$ cat config.mk
export PLATFORM = sky130hd
export DESIGN_NAME = serial_tx
export DESIGN_NICKNAME = d
export VERILOG_FILES = /design/src/rtl/serial_tx.sv
export SDC_FILE = /design/constraint.sdc
export NUM_CORES = 1
export LEC_CHECK = 0
export BUFFER_PORTS_ARGS = -buffer_cell sky130_fd_sc_hd__buf_2
export CAP_MARGIN = 15
export CORE_MARGIN = 2
export CORE_UTILIZATION = 40
export CTS_CLUSTER_DIAMETER = 200
export DETAILED_ROUTE_END_ITERATION = 10
export PLACE_DENSITY = 0.59
export SLEW_MARGIN = 0
export SYNTH_ARGS = -nofsm -noshare
export SYNTH_HDL_FRONTEND = slang
export SYNTH_SLANG_ARGS = --single-unit
$ cat constraint.sdc
create_clock -name CLK -period 4.9 [get_ports CLK]
set_input_delay 0 -clock CLK [delete_from_list [all_inputs] [get_ports CLK]]
set_output_delay 0 -clock CLK [all_outputs]
set_load 0.02 [all_outputs]
$ cat src/rtl/serial_tx.sv
// serial_tx: framed parallel-to-serial line transmitter (start, data LSB first, optional even parity when SERIAL_TX_PARITY_EN is defined, stop)
module serial_tx #(
    parameter int WIDTH        = 8,
    parameter int CLKS_PER_BIT = 4
) (
    input  logic             CLK,
    input  logic             RST,
    input  logic [WIDTH-1:0] DIN,
    input  logic             VALID,
    output logic             READY,
    output logic             TXD,
    output logic             BUSY
);
    localparam int CW = CLKS_PER_BIT > 1 ? $clog2(CLKS_PER_BIT) : 1;
    localparam int BW = $clog2(WIDTH + 1);
`ifdef SERIAL_TX_PARITY_EN
    typedef enum logic [2:0] {IDLE, START, DATA, PARITY, STOP} state_t;
    logic par, par_n;
`else
    typedef enum logic [2:0] {IDLE, START, DATA, STOP} state_t;
`endif
    state_t state, state_n;
    logic [CW-1:0] cnt, cnt_n;
    logic [BW-1:0] bcnt, bcnt_n;
    logic [WIDTH-1:0] shreg, shreg_n;
    logic txd_n, busy_n, last;
    assign READY = state == IDLE;
    assign last  = cnt == CW'(CLKS_PER_BIT - 1);
    // next-state and next-output decode; TXD/BUSY are computed one cycle ahead so they can be flopped
    always_comb begin
        state_n = state;
        cnt_n   = cnt;
        bcnt_n  = bcnt;
        shreg_n = shreg;
        txd_n   = TXD;
        busy_n  = BUSY;
`ifdef SERIAL_TX_PARITY_EN
        par_n   = par;
`endif
        case (state)
            IDLE: if (VALID) begin
                state_n = START;
                cnt_n   = '0;
                bcnt_n  = '0;
                shreg_n = DIN;
                txd_n   = 1'b0;
                busy_n  = 1'b1;
`ifdef SERIAL_TX_PARITY_EN
                par_n   = ^DIN;
`endif
            end
            START: if (last) begin
                cnt_n   = '0;
                state_n = DATA;
                txd_n   = shreg[0];
            end else cnt_n = cnt + CW'(1);
            DATA: if (last) begin
                cnt_n = '0;
                if (bcnt == BW'(WIDTH - 1)) begin
`ifdef SERIAL_TX_PARITY_EN
                    state_n = PARITY;
                    txd_n   = par;
`else
                    state_n = STOP;
                    txd_n   = 1'b1;
`endif
                end else begin
                    bcnt_n  = bcnt + BW'(1);
                    shreg_n = shreg >> 1;
                    txd_n   = shreg_n[0];
                end
            end else cnt_n = cnt + CW'(1);
`ifdef SERIAL_TX_PARITY_EN
            PARITY: if (last) begin
                cnt_n   = '0;
                state_n = STOP;
                txd_n   = 1'b1;
            end else cnt_n = cnt + CW'(1);
`endif
            STOP: if (last) begin
                cnt_n   = '0;
                state_n = IDLE;
                txd_n   = 1'b1;
                busy_n  = 1'b0;
            end else cnt_n = cnt + CW'(1);
            default: begin
                state_n = IDLE;
                txd_n   = 1'b1;
                busy_n  = 1'b0;
            end
        endcase
    end
    // state and output registers; reset abandons any frame in progress
    always_ff @(posedge CLK) begin
        if (RST) begin
            state <= IDLE;
            cnt   <= '0;
            bcnt  <= '0;
            shreg <= '0;
            TXD   <= 1'b1;
            BUSY  <= 1'b0;
`ifdef SERIAL_TX_PARITY_EN
            par   <= 1'b0;
`endif
        end else begin
            state <= state_n;
            cnt   <= cnt_n;
            bcnt  <= bcnt_n;
            shreg <= shreg_n;
            TXD   <= txd_n;
            BUSY  <= busy_n;
`ifdef SERIAL_TX_PARITY_EN
            par   <= par_n;
`endif
        end
    end
endmodule

==> impl_metrics.ini <==
[drt]
vias_per_cell = 5.296
drc_violations = 0
wl_per_cell_um = 12.28
total_wire_length_um = 1866
ant_nets = 0
detailedRoute.firstPassIterationCount = 4
routed_vias = 805
drt-initial-drc-count = 15

[layout]
post_route_cells_drive_above_1_share_pct = 15.57
syn2layout_area_growth_pct = 12.23
final-seq-area_sq_um = 360.3
num-nets-final = 142
num_antenna_cells = 0
multi_input_comb_area_sq_um = 583.1
fillCellCount = 240

[clock_tree]
clock_sink_count = 18
clock_tree_from_tritoncts = built
clock_tree.buffer_depth = 2
cts_root_buf = clkbuf_4
post_cts.repair.setup_buffers = 0
clk_latency_ns = 0.29
path_clk_slew_ns = 0.11
cts_buffers = 3
cts_htree_levels = 1

[sta]
final-setup-viol-count = 0
drv_slew = 0
report.final.hold_viol_count = 0
maxClockFrequency_mhz = 423.9
worstMarginPinSlew_ns = 0.8378
part_of_the_cycle_the_worst_path_needs_pct = 48.14
tns_ns = 0
rsz_0062_raised_after_global_routing = false
worst_clock_skew_ns = 0.006807
finalCriticalPeriod_ns = 2.359
maxSlewHeadroom_pct = 43.72
hold_ws_ns = 0.04766

[pwr]
power_report.internal_total_uw = 383.5
irDropWorstVdd_uv = 353.5
clock_power_share_pct = 14.0
sequentialPowerShare_pct = 35.5
p_comb_share_pct = 50.6
power_density_nw_per_um2 = 587.3
p_leak_uw = 0.0004413
swShare_pct = 41.36
power.switching_uw = 270.5
total_power_draw_uw = 654.0

[job]
maxCapViolations = 0

[setup_path]
end_kind = register
criticalPathCategory = reg -> reg
timing.critical_path.buf_inv = 1
critical_path.top_delay_family = simple AND/OR/NAND/NOR gates
critical_path.cell_chain = inv_1 -> ha_1 -> nor2b_4 -> nor4_4 -> nor2_1 -> a211oi_1
worst-path-stages = 6
worst_r2r_path_depth = 6
worst_path_largest_cell_delay_ns = 0.77
cpMaxStageDelayCell = nor4_4
critical_path.startpoint_type = register
crit_arrival_ns = 2.56
critPathMaxFanout = 18
required_ns = 5.11

[grt]
grt_util_met2_pct = 22.76
wire_length_of_the_first_global_routing_pass_um = 3201
grt-ovfl-total = 0
via_count_of_the_first_global_routing_pass = 708
grtUsageTotal_pct = 15.28
antenna_found_initial = 0
grt_use_met3_pct = 2.500
grt_util_met1_pct = 21.17
grt.busiest_layer = met2
largest_net_degree_at_the_start_of_global_routing = 20

[logic_synthesis]
synth_xor_area_share_pct = 0
netlist_instances = 108
yosys.area_share.adder_pct = 10.09
edff_count_synth = 0
seq_area_frac_synth_pct = 36.32
synth_ff_type = dfxtp_1
post-synth-top-area-fraction_pct = 36.32
synthesis.area_per_instance_sq_um = 9.187
synthesized_area_fraction_occupied_by_ao_oa_aoi_and_oai_cells_pct = 16.65
synth.yosys.warnings = 0
count_of_distinct_cell_types_in_the_synthesized_netlist = 31
syn-num-nets = 127
syn_area_sq_um = 992.2
muxShareOfSynthArea_pct = 8.071
asyncSetResetFlopFracSynth_pct = 0
yosys_register_bits = 18
synth.top_cells.by_area = dfxtp_1 (36%), ha_1 (10%), mux2i_1 (8.1%)
yosys.area_share.simple_pct = 23.96
synth_top_family_by_area = simple AND/OR/NAND/NOR gates
netlist.top_cell.by_area = dfxtp_1

[placement]
gpl.final_weighted_congestion = 0.7644
numPortBuffers = 13
dpl.hpwl_um = 1351

[floorplanning]
ios = 14
fp.dieArea_sq_um = 2895
dieHeight_um = 53.81
core_area_sq_um = 2410
die_w_um = 53.81
std_cell_rows = 18
start_util_pct = 41.17

[run_status]
run_status = completed

[min_path]
worstHoldPathCells = 3
hold_path.class = in -> reg
-- synth_stat cells, types with 2 or more instances --
| library cell | instances |
|---|---|
| o21ai_0 | 5 |
| buf_6 | 2 |
| nand2_1 | 6 |
| or3_1 | 2 |
| inv_1 | 3 |
| a21oi_1 | 7 |
| nor3_1 | 3 |
| a22oi_1 | 2 |
| nor2b_1 | 4 |
| nand3b_1 | 3 |
| ha_1 | 8 |
| nor2_1 | 14 |
| a211oi_1 | 7 |
| dfxtp_1 | 18 |
| mux2i_1 | 8 |
-- final timing paths --
check                start  endpoint  slack (ns)
hold / removal      DIN[3]  shreg[3]        0.05
setup reg to reg  state[0]  shreg[3]        2.54
hold reg to reg   shreg[7]  shreg[7]        0.46
setup / recovery  state[0]  shreg[3]        2.54
-- placed cells by master (no fill, tap or decap) --
cell and count:
or4_1 1, or3_1 2, nand3b_1 3, nand3_1 1
clkbuf_8 1, buf_2 13, a211oi_1 7, a32oi_1 1
nor4_4 1, o221ai_1 1, nor3_1 3, nor2_1 14
inv_1 3, a21oi_1 7, dfxtp_1 18, nand2b_1 1
o21ai_0 5, nor4_1 1, a2111o_1 1, a2111oi_0 1
nor2b_4 1, a22oi_1 2, and4b_1 1, clkbuf_4 3
nand2_1 6, mux2i_1 8, nor2b_1 4, ha_1 8
nand4b_1 1, and3b_1 1, dlygate4sd3_1 2
-- repair_timing --
action,in CTS,in global routing
hold buffers,2,0
resized for setup,0,0
endpoints found under the hold margin,2,0
-- layer usage --
| metal | vias up | routed length, um |
|---|---|---|
| li1 | 424 | - |
| met1 | 366 | 950 |
| met2 | 11 | 827 |
| met3 | 4 | 53 |
| met4 | 0 | 34 |
| met5 | - | 0 |
-- through the flow --
stage | instances | cell area (sq um) | worst slack (ns) | util [%]
after floorplan | 108 | 992.2 | 2.971 | -
after global placement | 146 | 1057 | 2.628 | 43.87
after detailed placement | 146 | 1057 | 2.569 | 43.87
after CTS | 152 | 1114 | 2.521 | 46.21
after global routing | 152 | 1114 | 2.245 | 46.21
final | 152 | 1114 | 2.541 | 46.21
-- sequential cells by signal (all words and copies together) (netlist names) --
register  count
BUSY          1
shreg         8
cnt           2
state         2
bcnt          4
TXD           1
-- cell families (layout without fill, tap and decap cells) --
| kind of cell | after synthesis | in the layout |
|---|---|---|
| flip-flops | 18 | 18 |
| adder cells (fa/ha/maj) | 8 | 8 |
| buffers and inverters | 8 | 22 |
| AO/OA/AOI/OAI | 25 | 25 |
| multiplexers | 8 | 8 |
| AND/OR/NAND/NOR | 41 | 41 |
-- final cells by class --
class	instances	share of cell area, %
Inverter	3	1.011
Clock buffer	4	3.258
Timing Repair Buffer	15	7.640
Multi-Input combinational cell	82	52.36
Sequential cell	18	32.36
Tap cell	30	3.371
-- power groups by stage --
stage / Clock [uW] / Sequential [uW] / Combinational (uW)
after floorplan: 0 / 237 / 279
after global placement: 0 / 234 / 321
after detailed placement: 0 / 236 / 330
after CTS: 96.7 / 233 / 333
after global routing: 102 / 239 / 378
final: 91.3 / 232 / 331
-- worst reg2reg max path: cells and delay by family, from the launching register on --
kind | cells | cell delay [ns]
flops | 1 | 0.39
compound gates | 1 | 0.24
simple gates | 3 | 1.10
buf+inv | 1 | 0.11
fa+ha+maj | 1 | 0.44
Note: power is estimated with default switching activity, not from simulation.
